==> src/rtl/mem_access_unit_if.sv <==
`timescale 1ns/1ps
// mem_access_unit_if
//   Data-memory req/ack port of the memory-stage access controller.
//   master : the access unit (drives request, address, data, byte enables)
//   slave  : the data memory (drives ack and read data)
//   Signals:
//     mem_req_o    request valid (held until ack)
//     mem_we_o     request is a write
//     mem_addr_o   word-aligned byte address
//     mem_wdata_o  lane-replicated store data
//     mem_be_o     byte enables
//     mem_ack_i    request done; read data valid this cycle
//     mem_rdata_i  read word
interface mem_access_unit_if;
    logic        mem_req_o;
    logic        mem_we_o;
    logic [31:0] mem_addr_o;
    logic [31:0] mem_wdata_o;
    logic [3:0]  mem_be_o;
    logic        mem_ack_i;
    logic [31:0] mem_rdata_i;

    modport master (
        output mem_req_o, mem_we_o, mem_addr_o, mem_wdata_o, mem_be_o,
        input  mem_ack_i, mem_rdata_i
    );

    modport slave (
        input  mem_req_o, mem_we_o, mem_addr_o, mem_wdata_o, mem_be_o,
        output mem_ack_i, mem_rdata_i
    );
endinterface

==> src/rtl/mem_access_unit.sv <==
`timescale 1ns/1ps
// mem_access_unit
//   Memory-stage access controller between EX/MEM and MEM/WB. Runs one load
//   or store per instruction over a req/ack port, extends load data, and
//   stalls the pipeline while the access is outstanding.
//   Ports:
//     clk_i, rst_i (async, active-low)
//     start_i                      pipeline running; gates new accesses
//     RegWrite_i, MemReg_i,
//     MemRead_i, MemWrite_i        EX/MEM control
//     funct3_i                     access size/sign
//     rd_addr_i, alu_result_i      destination register, address/ALU result
//     wdata_i                      store data
//     mem                          data-memory port (master side)
//     RegWrite_o, MemReg_o,
//     rd_addr_o, data1_o, data2_o  to MEM/WB (data2_o = extended load data)
//     stall_o                      freeze upstream stages and hold MEM/WB
//     err_o                        pulse on misaligned access or timeout
module mem_access_unit #(
    parameter int unsigned TIMEOUT_CYCLES = 255
) (
    input  logic              clk_i,
    input  logic              rst_i,
    input  logic              start_i,
    input  logic              RegWrite_i,
    input  logic              MemReg_i,
    input  logic              MemRead_i,
    input  logic              MemWrite_i,
    input  logic [2:0]        funct3_i,
    input  logic [4:0]        rd_addr_i,
    input  logic [31:0]       alu_result_i,
    input  logic [31:0]       wdata_i,
    mem_access_unit_if.master mem,
    output logic              RegWrite_o,
    output logic              MemReg_o,
    output logic [4:0]        rd_addr_o,
    output logic [31:0]       data1_o,
    output logic [31:0]       data2_o,
    output logic              stall_o,
    output logic              err_o
);
    // Counter only needs to reach TIMEOUT_CYCLES-1: expiry is detected on
    // the last BUSY cycle rather than after a further increment.
    localparam int unsigned   CW       = (TIMEOUT_CYCLES > 2) ? $clog2(TIMEOUT_CYCLES) : 1;
    localparam logic [CW-1:0] CNT_LAST = CW'(TIMEOUT_CYCLES - 1);

    typedef enum logic [1:0] {
        IDLE = 2'd0,
        BUSY = 2'd1,
        DONE = 2'd2
    } state_t;

    state_t        state_q, state_d;
    logic [CW-1:0] cnt_q, cnt_d;
    logic [31:0]   data_q, data_d;
    logic [31:0]   addr_q, addr_d;
    logic [31:0]   wdat_q, wdat_d;
    logic [3:0]    be_q, be_d;
    logic          we_q, we_d;
    logic          err_q, err_d;
    logic [2:0]    f3_q, f3_d;
    logic [1:0]    off_q, off_d;

    logic          mem_op, legal, misalign, aligned_op;
    logic [3:0]    be_n;
    logic [31:0]   wdat_n, ext;
    logic [7:0]    byte_v;
    logic [15:0]   half_v;

    // Decode: legality, alignment and store lane steering.
    always_comb begin
        mem_op = start_i & (MemRead_i | MemWrite_i);
        case (funct3_i)
            3'b000, 3'b001, 3'b010: legal = 1'b1;
            3'b100, 3'b101:         legal = MemRead_i;
            default:                legal = 1'b0;
        endcase
        misalign = mem_op & (~legal
                   | ((funct3_i[1:0] == 2'b01) & alu_result_i[0])
                   | ((funct3_i[1:0] == 2'b10) & (|alu_result_i[1:0])));
        aligned_op = mem_op & ~misalign;

        be_n   = 4'b1111;
        wdat_n = '0;
        if (!MemRead_i) begin
            case (funct3_i[1:0])
                2'b00: begin
                    wdat_n = {4{wdata_i[7:0]}};
                    be_n   = 4'b0001 << alu_result_i[1:0];
                end
                2'b01: begin
                    wdat_n = {2{wdata_i[15:0]}};
                    be_n   = alu_result_i[1] ? 4'b1100 : 4'b0011;
                end
                default: begin
                    wdat_n = wdata_i;
                    be_n   = 4'b1111;
                end
            endcase
        end
    end

    // Load extraction uses the size/offset latched at launch.
    always_comb begin
        case (off_q)
            2'd0:    byte_v = mem.mem_rdata_i[7:0];
            2'd1:    byte_v = mem.mem_rdata_i[15:8];
            2'd2:    byte_v = mem.mem_rdata_i[23:16];
            default: byte_v = mem.mem_rdata_i[31:24];
        endcase
        half_v = off_q[1] ? mem.mem_rdata_i[31:16] : mem.mem_rdata_i[15:0];
        case (f3_q)
            3'b000:  ext = {{24{byte_v[7]}}, byte_v};
            3'b100:  ext = {24'd0, byte_v};
            3'b001:  ext = {{16{half_v[15]}}, half_v};
            3'b101:  ext = {16'd0, half_v};
            3'b010:  ext = mem.mem_rdata_i;
            default: ext = '0;
        endcase
    end

    always_comb begin
        state_d = state_q;
        cnt_d   = cnt_q;
        data_d  = data_q;
        addr_d  = addr_q;
        wdat_d  = wdat_q;
        be_d    = be_q;
        we_d    = we_q;
        f3_d    = f3_q;
        off_d   = off_q;
        err_d   = 1'b0;
        case (state_q)
            IDLE: begin
                if (aligned_op) begin
                    state_d = BUSY;
                    cnt_d   = '0;
                    addr_d  = {alu_result_i[31:2], 2'b00};
                    wdat_d  = wdat_n;
                    be_d    = be_n;
                    we_d    = ~MemRead_i;
                    f3_d    = funct3_i;
                    off_d   = alu_result_i[1:0];
                end
            end
            BUSY: begin
                // Ack wins over a simultaneous expiry.
                if (mem.mem_ack_i) begin
                    state_d = DONE;
                    data_d  = ext;
                end else if (cnt_q == CNT_LAST) begin
                    state_d = DONE;
                    data_d  = '0;
                    err_d   = 1'b1;
                end else begin
                    cnt_d = cnt_q + 1'b1;
                end
            end
            DONE:    state_d = IDLE;
            default: state_d = IDLE;
        endcase
    end

    always_ff @(posedge clk_i or negedge rst_i) begin
        if (!rst_i) begin
            state_q <= IDLE;
            cnt_q   <= '0;
            data_q  <= '0;
            addr_q  <= '0;
            wdat_q  <= '0;
            be_q    <= '0;
            we_q    <= 1'b0;
            f3_q    <= '0;
            off_q   <= '0;
            err_q   <= 1'b0;
        end else begin
            state_q <= state_d;
            cnt_q   <= cnt_d;
            data_q  <= data_d;
            addr_q  <= addr_d;
            wdat_q  <= wdat_d;
            be_q    <= be_d;
            we_q    <= we_d;
            f3_q    <= f3_d;
            off_q   <= off_d;
            err_q   <= err_d;
        end
    end

    assign mem.mem_req_o   = (state_q == BUSY);
    assign mem.mem_we_o    = (state_q == BUSY) & we_q;
    assign mem.mem_addr_o  = addr_q;
    assign mem.mem_wdata_o = wdat_q;
    assign mem.mem_be_o    = be_q;

    // Combinational terms are gated by rst_i so reset forces them low even
    // while EX/MEM still presents a memory instruction.
    assign stall_o    = (rst_i & (state_q == IDLE) & aligned_op) | (state_q == BUSY);
    assign err_o      = err_q | (rst_i & (state_q == IDLE) & misalign);
    assign RegWrite_o = RegWrite_i & ~(misalign & MemRead_i);
    assign MemReg_o   = MemReg_i;
    assign rd_addr_o  = rd_addr_i;
    assign data1_o    = alu_result_i;
    assign data2_o    = (state_q == DONE) ? data_q : '0;
endmodule

==> src/flat_wrapper.sv <==
// flat-port wrapper written by rule: the top's interface ports become plain ports
module mem_access_unit_flat 
#(
    parameter int unsigned TIMEOUT_CYCLES = 255
)
  (clk_i, rst_i, start_i, RegWrite_i, MemReg_i, MemRead_i, MemWrite_i, funct3_i, rd_addr_i, alu_result_i, wdata_i, RegWrite_o, MemReg_o, rd_addr_o, data1_o, data2_o, stall_o, err_o, mem_mem_req_o, mem_mem_we_o, mem_mem_addr_o, mem_mem_wdata_o, mem_mem_be_o, mem_mem_ack_i, mem_mem_rdata_i);
  mem_access_unit_if mem_i ();
  input  logic clk_i;
  input  logic rst_i;
  input  logic start_i;
  input  logic RegWrite_i;
  input  logic MemReg_i;
  input  logic MemRead_i;
  input  logic MemWrite_i;
  input  logic [2:0] funct3_i;
  input  logic [4:0] rd_addr_i;
  input  logic [31:0] alu_result_i;
  input  logic [31:0] wdata_i;
  output logic RegWrite_o;
  output logic MemReg_o;
  output logic [4:0] rd_addr_o;
  output logic [31:0] data1_o;
  output logic [31:0] data2_o;
  output logic stall_o;
  output logic err_o;
  output wire logic [$bits(mem_i.mem_req_o)-1:0] mem_mem_req_o;
  output wire logic [$bits(mem_i.mem_we_o)-1:0] mem_mem_we_o;
  output wire logic [$bits(mem_i.mem_addr_o)-1:0] mem_mem_addr_o;
  output wire logic [$bits(mem_i.mem_wdata_o)-1:0] mem_mem_wdata_o;
  output wire logic [$bits(mem_i.mem_be_o)-1:0] mem_mem_be_o;
  input wire logic [$bits(mem_i.mem_ack_i)-1:0] mem_mem_ack_i;
  input wire logic [$bits(mem_i.mem_rdata_i)-1:0] mem_mem_rdata_i;
  assign mem_mem_req_o = mem_i.mem_req_o;
  assign mem_mem_we_o = mem_i.mem_we_o;
  assign mem_mem_addr_o = mem_i.mem_addr_o;
  assign mem_mem_wdata_o = mem_i.mem_wdata_o;
  assign mem_mem_be_o = mem_i.mem_be_o;
  assign mem_i.mem_ack_i = mem_mem_ack_i;
  assign mem_i.mem_rdata_i = mem_mem_rdata_i;
  mem_access_unit #(.TIMEOUT_CYCLES(TIMEOUT_CYCLES)) u_core (.clk_i(clk_i), .rst_i(rst_i), .start_i(start_i), .RegWrite_i(RegWrite_i), .MemReg_i(MemReg_i), .MemRead_i(MemRead_i), .MemWrite_i(MemWrite_i), .funct3_i(funct3_i), .rd_addr_i(rd_addr_i), .alu_result_i(alu_result_i), .wdata_i(wdata_i), .mem(mem_i), .RegWrite_o(RegWrite_o), .MemReg_o(MemReg_o), .rd_addr_o(rd_addr_o), .data1_o(data1_o), .data2_o(data2_o), .stall_o(stall_o), .err_o(err_o));
endmodule
==> config.mk <==
export PLATFORM = sky130hd
export DESIGN_NAME = mem_access_unit_flat
export DESIGN_NICKNAME = d
export VERILOG_FILES = /design/src/rtl/mem_access_unit_if.sv /design/src/rtl/mem_access_unit.sv /design/src/flat_wrapper.sv
export SDC_FILE = /design/constraint.sdc
export NUM_CORES = 1
export LEC_CHECK = 0
export CELL_PAD_IN_SITES_DETAIL_PLACEMENT = 0
export CELL_PAD_IN_SITES_GLOBAL_PLACEMENT = 2
export CORE_MARGIN = 2
export CORE_UTILIZATION = 26
export CTS_CLUSTER_SIZE = 14
export DETAILED_ROUTE_END_ITERATION = 10
export PLACE_DENSITY = 0.78
export SLEW_MARGIN = 40
export SYNTH_ARGS = -nofsm -noshare
export SYNTH_HDL_FRONTEND = slang
export SYNTH_SLANG_ARGS = --single-unit
==> constraint.sdc <==
create_clock -name clk_i -period 2.5 [get_ports clk_i]
set_clock_uncertainty 0.05 [all_clocks]
set_input_delay 0.25 -clock clk_i [delete_from_list [all_inputs] [get_ports clk_i]]
set_output_delay 0.25 -clock clk_i [all_outputs]
set_load 0.02 [all_outputs]
==> flow_summary_export.csv, run 1 <==
group,metric,value,unit
cells_and_area,nFillCells,2293,
die,die_x,159,um
synth,ys_ff_latch,115,
timing,fmax,0.422,GHz
route,drc,0,
cts,cts_buffers,17,
route,vias_per_cell,4.65,
cts,cts_max_level,4,
global_routing,overflow,0,
route,vias,5110,
worst_setup_path,cp-start-kind,"flip-flop",
timing,setup_slack,0.131,ns
pwr,powerDensity,882,nW/um^2
timing,setup_viol,0,
route,wl_per_cell,18.3,um
timing,post-route-period-util,0.948,
cells_and_area,multi_input_area,2840,um^2
worst_setup_path,required,2.20,ns
route,first_pass_iters,4,
placement,gp_congestion,0.788,
job,maxCapViolCount,0,
global_routing,gr-usage-all-layers,0.161,
cts,cts-root-buf,"clkbuf_16",
placement,dp_slack,-0.135,ns
timing,maxSlewHeadroom,0.532,
cts,cts_tree,"yes",
worst_setup_path,cp_max_fo,32,
die,core,23500,um^2
die,dieArea,25200,um^2
synth,ys_warn_count,0,
die,start_util,0.266,
route,postRouteAntennaNets,0,
worst_setup_path,critPathMaxStageDelay,0.61,ns
synth,synth_edf_count,0,
worst_setup_path,cp_top_family,"buffers and inverters",
outcome,status,"completed",
synth,postSynthAreaPerCell,11.2,um^2
cts,clock_path_buffers,2,
cells_and_area,final_area,9440,um^2
synth,ys_async_sr_fraction,1.00,
worst_setup_path,worstPathArrival,2.07,ns
global_routing,grt_pass1_wl,31900,um
synth,synth_ff_type,"dfrtp_1",
timing,slew_viol_final,0,
pwr,ir_worst_vdd,0.407,mV
pwr,p_leak,3.95,nW
cells_and_area,final_cell_mix,"clkdlybuf4s50_1, dfrtp_1, mux2_2, nand2_1, and2_1",
timing,fin_tns_setup,0,ns
die,rows,56,
synth,syn_inst,554,
die,dieHeight,159,um
timing,worst_pin_slew,0.702,ns
timing,rsz0062_at_grt,"no",
route,dr.first_iter.drc_count,197,
global_routing,grt_start_max_net_pins,60,
timing,hold_viol,0,
timing,min_period,2.37,ns
worst_setup_path,slowest_stage,"clkdlybuf4s50_1",
cells_and_area,area_growth_syn_to_layout,51.5,%
global_routing,grt_pass1_vias,5300,
die,ioPinCount,255,
cells_and_area,fin_nets,881,
worst_setup_path,crit_type,"flip-flop to output port",
placement,port_buffers,240,
cts,clock_sinks,115,
cells_and_area,register_area,2880,um^2
placement,post_dp_cell_area,8770,um^2
global_routing,antenna_found_initial,1,
route,routed_wl,20100,um
synth,synth-seq-area-share,0.462,
worst_setup_path,crit_buf_inv,2,
worst_setup_path,path_cells,"nor2b_2, buf_12, and2_1, clkdlybuf4s50_1",
cells_and_area,final_common_cell,"clkdlybuf4s50_1",
synth,syn_area,6230,um^2
cts,clk-insertion-delay-late,0.41,ns
cts,path_clk_slew,0.06,ns
min_path,hold_path_class,"input port to async pin",
worst_setup_path,endpoint_kind,"output port",
cells_and_area,layout-drive-gt1-share,0.186,
synth,ys_types,46,
placement,place_hpwl,14800,um
final cells by class:
class                   instances  share of cell area
well taps                     319              0.0423
inverters                       8             0.00331
flip-flops and latches        115               0.305
multi-input cells             357               0.300
repair buffers                268               0.280
clock inverters                14              0.0239
clock buffers                  18              0.0454
diodes                          1            0.000265
synthesized netlist by cell type (5+ instances only):
library cell,count,share of area
mux2_1,12,0.022
nor2b_1,18,0.018
mux4_2,8,0.029
o211ai_1,9,0.011
dfrtp_1,115,0.46
a221o_1,23,0.037
clkbuf_1,17,0.010
nand2b_1,5,0.0050
and2_1,35,0.035
buf_2,5,0.0040
a22o_1,9,0.013
nor2_1,22,0.013
mux2i_1,26,0.042
inv_1,7,0.0042
a21oi_1,17,0.014
mux2_2,69,0.12
nand2_1,44,0.027
buf_4,42,0.051
o21ai_0,25,0.020
buf_6,7,0.013
cells by family after synthesis:
logic type,count (synthesis),synth area share
fa+ha+maj,2,0.00401
compound gates,89,0.101
buf+inv,83,0.0849
other cells,1,0.000602
mux,115,0.217
xor+xnor,4,0.00562
flops,115,0.462
simple gates,145,0.125
metrics by stage:
step                      hold WS, ns  power [mW]   util  instances
after floorplan               -0.0956        4.35      -        555
after global placement         0.0274        5.57  0.374       1066
after detailed placement       0.0307        5.64  0.374       1066
after CTS                       0.257        8.44  0.402       1099
after global routing            0.248        8.76  0.402       1100
final                           0.248        8.33  0.402       1100
repair_timing:
action | in CTS | in global routing
buffers inserted | 0 | 0
pin swaps | 0 | 0
setup endpoints to repair | 3 | 1
resized for setup | 3 | 1
hold buffers | 1 | 0
hold endpoints to repair | 5 | 0
sequential cells by signal (all words and copies together), names as in the netlist:
name and flops:
u_core.cnt_q 8, u_core.data_q 32, u_core.err_q 1, u_core.f3_q 3, u_core.mem.mem_addr_o 30, u_core.mem.mem_be_o 4, u_core.mem.mem_wdata_o 32, u_core.off_q 2
u_core.state_q 2, u_core.we_q 1
routing by layer:
metal  routed length [um]  global-route usage  part of all wire
met5                    0                   0                 0
met4                  354              0.0542             0.018
met3                 1090              0.0436             0.054
met2                 9830               0.258              0.49
met1                 8850               0.209              0.44
worst register-to-register path: cells and delay by family, from the launching register on:
kind | cells | cell delay, ns
AOI/OAI and AO/OA | 2 | 0.48
adders and majority gates | 1 | 0.14
buffers and inverters | 2 | 0.34
DFF | 1 | 0.41
and+or+nand+nor | 2 | 0.52
final timing paths:
check	from	to	slack, ns	cells after the start
worst min register to register	u_core.mem.mem_addr_o[3]	u_core.mem.mem_addr_o[3]	0.44	1
worst max register to register	u_core.cnt_q[0]	u_core.data_q[31]	0.43	7
worst min-delay path	rst_i	u_core.err_q	0.25	2
worst max-delay path	u_core.state_q[0]	data2_o[7]	0.13	4
max in group asynchronous	rst_i	u_core.mem.mem_addr_o[30]	0.74	4
min in group clk_i	alu_result_i[3]	u_core.mem.mem_addr_o[3]	0.42	2
power by group:
part	total (mW)	internal, mW	switching [mW]
combinational	2.77	1.51	1.26
clock	2.74	1.78	0.951
sequential	2.82	2.45	0.370
Power figures use the tool's default switching activity.
==> inputs of run 2 (changes only) <==
- SKIP_LAST_GASP: default -> 1
==> results of run 2 <==
Final layout, timing and power as in run 1 (identical DEF).
